File: src/rtl/serial_subtractor.sv
// Bit-serial W-bit subtractor: d = a - b - bi, LSB first, one full-subtractor cell
// plus a borrow flop, with a start/busy/done handshake.
module serial_subtractor #(
    parameter int unsigned W = 4
) (
    input  logic         clk,
    input  logic         rst,
    input  logic         start,
    input  logic [W-1:0] a,
    input  logic [W-1:0] b,
    input  logic         bi,
    output logic         busy,
    output logic         done,
    output logic [W-1:0] d,
    output logic         bout,
    output logic         v
);

    localparam int unsigned CntW = (W > 2) ? $clog2(W) : 1;

    typedef enum logic [1:0] {StIdle, StShift, StDone} state_t;

    state_t            r_state;
    logic [W-1:0]      r_a;
    logic [W-1:0]      r_b;
    logic [W-1:0]      r_res;
    logic              r_br;
    logic [CntW-1:0]   r_cnt;
    logic [W-1:0]      r_d;
    logic              r_bout;
    logic              r_v;

    logic              w_diff;
    logic              w_br_next;
    logic [W-1:0]      w_res_next;
    logic              w_last;

    always_comb begin
        w_diff     = r_a[0] ^ r_b[0] ^ r_br;
        w_br_next  = (~r_a[0] & r_b[0]) | (~(r_a[0] ^ r_b[0]) & r_br);
        w_res_next = {w_diff, r_res[W-1:1]};
        w_last     = (r_cnt == CntW'(W - 1));
    end

    always_ff @(posedge clk) begin
        if (rst) begin
            r_state <= StIdle;
            r_a     <= '0;
            r_b     <= '0;
            r_res   <= '0;
            r_br    <= 1'b0;
            r_cnt   <= '0;
            r_d     <= '0;
            r_bout  <= 1'b0;
            r_v     <= 1'b0;
        end else begin
            unique case (r_state)
                StIdle, StDone: begin
                    if (start) begin
                        r_a     <= a;
                        r_b     <= b;
                        r_br    <= bi;
                        r_cnt   <= '0;
                        r_state <= StShift;
                    end else begin
                        r_state <= StIdle;
                    end
                end
                StShift: begin
                    r_res <= w_res_next;
                    r_a   <= r_a >> 1;
                    r_b   <= r_b >> 1;
                    r_br  <= w_br_next;
                    r_cnt <= r_cnt + CntW'(1);
                    if (w_last) begin
                        // r_br here is the borrow into the MSB; results publish with done
                        r_d     <= w_res_next;
                        r_bout  <= w_br_next;
                        r_v     <= r_br ^ w_br_next;
                        r_state <= StDone;
                    end
                end
                default: r_state <= StIdle;
            endcase
        end
    end

    always_comb begin
        busy = (r_state == StShift);
        done = (r_state == StDone);
        d    = r_d;
        bout = r_bout;
        v    = r_v;
    end

endmodule

File: config.mk
export PLATFORM = sky130hd
export DESIGN_NAME = serial_subtractor
export DESIGN_NICKNAME = d
export VERILOG_FILES = /design/src/rtl/serial_subtractor.sv
export SDC_FILE = /design/constraint.sdc
export NUM_CORES = 1
export LEC_CHECK = 0
export BUFFER_PORTS_ARGS = -buffer_cell sky130_fd_sc_hd__buf_2
export CAP_MARGIN = 15
export CORE_UTILIZATION = 50
export CTS_CLUSTER_SIZE = 24
export DETAILED_ROUTE_END_ITERATION = 8
export PLACE_DENSITY_LB_ADDON = 0.25
export SETUP_SLACK_MARGIN = 0.02
export SKIP_CTS_REPAIR_TIMING = 1
export SLEW_MARGIN = 10
export SYNTH_ARGS = -nofsm -noshare
export SYNTH_HDL_FRONTEND = slang
export SYNTH_SLANG_ARGS = --single-unit
File: constraint.sdc
create_clock -name clk -period 1.6 [get_ports clk]
set_input_delay 0.4 -clock clk [delete_from_list [all_inputs] [get_ports clk]]
set_output_delay 0.4 -clock clk [all_outputs]
set_load 0.02 [all_outputs]
## Word level (Yosys, flattened, before mapping)

Cells that the tools add are included.

| cells by class | value |
|---|---|
| reductions and logical operators | 5 |
| bitwise operators | 8 |
| add/subtract/negate cells | 1 |
| equality and inequality tests | 5 |
| mux-type cells | 11 |

Operators by type and width:

| operator | count |
|---|---|
| 4-bit one-hot mux with 2 select lines | 2 |
| 4-bit two-way mux | 2 |
| 2-bit one-hot mux with 2 select lines | 2 |
| 2-bit == test (second input constant) | 2 |
| 2-bit two-way mux | 2 |
| 2-bit AND reduction | 2 |
| 1-bit bitwise XOR | 3 |
| 2-bit by 1-bit adder with 2-bit output (second input constant) | 1 |
| 1-bit AND | 2 |
| 2-bit by 1-bit == test with 1-bit output (second input constant) | 1 |
| 2-bit zero test | 1 |
| 1-bit two-way mux | 2 |
| 2-bit by 1-bit != test with 1-bit output (second input constant) | 1 |
| 2-bit != test (second input constant) | 1 |
| 1-bit inverter | 2 |
| 1-bit one-hot mux with 2 select lines | 1 |
| 2-bit nonzero test | 1 |
| 2-bit OR reduction | 1 |
| 1-bit OR | 1 |

| word-level totals | value |
|---|---|
| output and inout bits | 8 |
| word-level logic and storage cells | 39 |
| input port bits | 12 |
| register bits | 23 |

## Logic depth before layout (Yosys ltp)

| depth | value |
|---|---|
| word-level depth | 5 |
| mapped depth | 5 |
| gate-level depth less buffers | 5 |

## Worst setup path before layout

Ideal clock, no wire load.

| path | value |
|---|---|
| kind | register to register |
| from | register r_br |
| to | register r_v, in the netlist v |
| slack | 393 ps |
| period minus slack after synthesis | 1207 ps |
| arrival | 1136 ps |
| stages on the path, launching flop included | 6 |
| path buffers | 0 |
| setup time | 71 ps |
| data required time | 1529 ps |
| cells stage by stage | dfxtp_1 -> inv_1 -> fa_1 -> xnor2_1 -> nand3_1 -> a21oi_1 |

| on the way | value |
|---|---|
| longest elaborated chain between the ends | 3 |

RTL lines:

| what | RTL line | text |
|---|---|---|
| start, declared | 27 | `logic r_br;` |
| start signal, assigned | 62 | `r_br <= bi;` |
| start signal, assigned | 73 | `r_br <= w_br_next;` |
| 1-bit AND | 40 | `w_br_next = (~r_a[0] & r_b[0]) \| (~(r_a[0] ^ r_b[0]) & r_br);` |
| 1-bit OR | 40 |  |
| 1-bit bitwise XOR * | 79 | `r_v <= r_br ^ w_br_next;` |
| end signal, assigned | 79 |  |
| end, declared | 31 | `logic r_v;` |

Mark *: on every way between the ends. The rest lies on a longest branch, timed or not.
A chain may end at the register's enable or synchronous reset.

## Final worst setup path

| path | value |
|---|---|
| from | register r_state[0] |
| to | output busy |

| on the way | value |
|---|---|
| longest elaborated chain between the ends | 1 |

RTL lines:

| what | RTL line | text |
|---|---|---|
| start, declared | 23 | `state_t r_state;` |
| start signal, assigned | 47 | `r_state <= StIdle;` |
| start signal, assigned | 64 | `r_state <= StShift;` |
| start signal, assigned | 66 | `r_state <= StIdle;` |
| 2-bit by 1-bit == test with 1-bit output | 89 | `busy = (r_state == StShift);` |
| end, declared | 12 | `output logic busy,` |

No other way between the ends.

==> results.cfg <==
[status]
run_status = finished, final reports clean

[sta]
slew_headroom_pct = 74.6
final-hold-violation-count = 0
max_clock_freq_ghz = 0.701
rsz0062_at_grt = false
fin_skew_ns = 0.00211
timing.final.max_slew_violations = 0
period_minus_slack_ns = 1.43
worst_slew_pin_slew_ns = 0.382
final_min_period_over_clock_period_pct = 89.2
totalNegativeSetupSlack_ns = 0
setup_violations_final = 0

[synth]
post_synth_simple_gate_area_pct = 24.1
dominant_combinational_cell_family_by_area_after_synthesis = simple AND/OR/NAND/NOR gates
netlist_instances = 109
synthXorXnorAreaFrac_pct = 0.970
synth_adder_area_share_pct = 3.60
ys_seq_elements = 22
synth_compound_area_share_pct = 16.3
syn_avg_cell_area_um2 = 8.29
synthMuxAreaShare_pct = 0
synth_sequential_area_ratio_pct = 48.8
synth_area_um2 = 903
post_synthesis_net_count = 123
yosysUniqueCellTypes = 19
synth_warnings = 0

[layout]
nFillCells = 149
drive_gt1_share_pct = 19.8
final_cell_count_no_fill = 150
final_design_area_no_fill_um2 = 1030
finish.net_count = 142
area.growth.synth_to_final_pct = 13.9
postLayoutCoreUtil_pct = 64.5
antenna_diodes = 0

[grt]
pin_count_of_the_biggest_net_entering_global_routing = 23
grt_pass1_wl_um = 2730
global_route.usage.total_pct = 18.6
via_count_of_the_first_global_routing_pass = 651
grt_antenna_before_repair = 0
grt_overflow = 0

[floorplan]
dieArea_um2 = 1980
start_util_pct = 56.7
total_i_o_pin_count = 20
die-height_um = 44.5
placeableCoreArea_um2 = 1590
die_w_um = 44.5
row_count = 14

[placement]
detailedPlacementHpwl_um = 1170
buffer_ports.inserted = 19
dpl-instance-area_um2 = 1010
place_inst = 147
place_congestion = 0.705

[detailed_routing]
detailedRoute.firstIterationViolations = 15
drt_first_pass_iters = 4
drt_drc_violations_left = 0
ant_nets = 0
route.detailed.wl_per_inst_um = 10.9
routed_via_count = 793
postRouteWirelength_um = 1630
post_drt_via_cell_ratio = 5.29

[pwr]
power_density_nw_per_um2 = 944
power_leakage_nw = 0.422
ir_worst_vdd_v = 0.000533

[worst_setup_path]
worst_ep_required_time_ns = 1.20
critical_path_class = flip-flop to output pin
worstPathArrival_ns = 1.03
crit_fanout = 5
type_of_destination_of_the_critical_path = output pin
setup.worst_path.start_class = flip-flop

[clock_network]
cts-buffers-inserted = 3
clock_latency_ns = 0.30
cts_root_buffer = sky130_fd_sc_hd__clkbuf_4
ctsHtreeMaxLevel = 1
clk_transition_reported_paths_ns = 0.11
clock_sinks = 22
cts_tree = built
cts_max_path_buffers = 2

[worst_hold_path]
hp-class = input port to flip-flop

[flow_run]
maxCapViolCount = 0
per-stage QoR:
stage                     total power, W  worst slack (ns)  hold WS (ns)
after floorplan                 0.000710             0.393         0.437
after global placement          0.000742             0.281         0.442
after detailed placement        0.000747             0.207         0.443
after CTS                       0.000984             0.148         0.317
after global routing             0.00103            0.0907         0.326
final                           0.000971             0.173         0.326
cell usage in the layout, fill, tap and decap left out:
master | Yosys | final
sky130_fd_sc_hd__xnor2_1 | 1 | 1
sky130_fd_sc_hd__o21a_1 | 1 | 1
sky130_fd_sc_hd__dfxtp_1 | 22 | 22
sky130_fd_sc_hd__nand2_1 | 26 | 26
sky130_fd_sc_hd__buf_4 | 3 | 3
sky130_fd_sc_hd__clkbuf_4 | 0 | 3
sky130_fd_sc_hd__nand3_1 | 10 | 10
sky130_fd_sc_hd__ha_1 | 1 | 1
sky130_fd_sc_hd__nand3b_1 | 1 | 1
sky130_fd_sc_hd__nor2_1 | 8 | 8
sky130_fd_sc_hd__fa_1 | 1 | 1
sky130_fd_sc_hd__nor2b_1 | 2 | 2
sky130_fd_sc_hd__nand2b_1 | 2 | 2
sky130_fd_sc_hd__a311oi_1 | 7 | 7
sky130_fd_sc_hd__a21oi_1 | 14 | 14
sky130_fd_sc_hd__a2bb2oi_1 | 1 | 1
sky130_fd_sc_hd__or2b_1 | 1 | 1
sky130_fd_sc_hd__buf_2 | 3 | 19
sky130_fd_sc_hd__inv_1 | 3 | 3
synth_stat cells:
library cell	n	area share (%)
sky130_fd_sc_hd__nand2_1	26	11
sky130_fd_sc_hd__dfxtp_1	22	49
sky130_fd_sc_hd__a21oi_1	14	7.8
sky130_fd_sc_hd__nand3_1	10	5.5
sky130_fd_sc_hd__nor2_1	8	3.3
sky130_fd_sc_hd__a311oi_1	7	6.8
sky130_fd_sc_hd__buf_2	3	1.7
sky130_fd_sc_hd__buf_4	3	2.5
sky130_fd_sc_hd__inv_1	3	1.2
sky130_fd_sc_hd__clkbuf_1	2	0.83
sky130_fd_sc_hd__nand2b_1	2	1.4
sky130_fd_sc_hd__nor2b_1	2	1.4
sky130_fd_sc_hd__a2bb2oi_1	1	0.97
sky130_fd_sc_hd__fa_1	1	2.2
sky130_fd_sc_hd__ha_1	1	1.4
sky130_fd_sc_hd__nand3b_1	1	0.83
sky130_fd_sc_hd__o21a_1	1	0.83
sky130_fd_sc_hd__or2b_1	1	0.83
sky130_fd_sc_hd__xnor2_1	1	0.97
critical path: stages, from the launching register on:
cell and delay [ns]:
sky130_fd_sc_hd__dfxtp_1 0.40, sky130_fd_sc_hd__nand2b_1 0.09, sky130_fd_sc_hd__inv_1 0.08, sky130_fd_sc_hd__buf_2 0.16
where the power goes:
part	switching [W]	total (W)	internal [W]
Clock	0.000150	0.000238	0.0000877
Sequential	0.0000179	0.000594	0.000576
Combinational	0.0000799	0.000140	0.0000597
Total	0.000248	0.000971	0.000723
routing by layer:
layer | GRT usage (%) | wire [um] | part of all wire, %
met5 | 0 | 0 | 0
met4 | 9.09 | 23 | 1.4
met3 | 3.67 | 48 | 2.9
met2 | 29.4 | 787 | 48
met1 | 24.2 | 772 | 47
cell type report:
| cell class | count | area (um2) | share of cell area, % |
|---|---|---|---|
| timing repair buffer | 22 | 118 | 11.4 |
| clock buffer | 3 | 22.5 | 2.19 |
| tap | 24 | 30.0 | 2.92 |
| inverter | 3 | 11.3 | 1.09 |
| sequential | 22 | 440 | 42.8 |
| multi-input combinational | 76 | 407 | 39.5 |
sequential cells by signal, summed over array words and instances, names as in the netlist:
| register | cells |
|---|---|
| r_res | 3 |
| d | 4 |
| r_br | 1 |
| r_b | 4 |
| r_a | 4 |
| r_state | 2 |
| r_cnt | 2 |
| v | 1 |
| bout | 1 |
final timing paths:
kind / startpoint / endpoint / slack [ns] / cells past startpoint
hold reg to reg: d[1] / d[1] / 0.46 / 2
hold / removal: b[3] / r_b[3] / 0.33 / 3
setup reg to reg: r_br / v / 0.25 / 5
setup / recovery: r_state[0] / busy / 0.17 / 3
kinds of logic (layout without fill, tap and decap cells):
| kind of cell | after synthesis | after routing |
|---|---|---|
| compound gates | 23 | 23 |
| xor+xnor | 1 | 1 |
| fa+ha+maj | 2 | 2 |
| buf+inv | 11 | 28 |
| flops | 22 | 22 |
| simple gates | 50 | 50 |
Note: power is estimated with default switching activity, not from simulation.
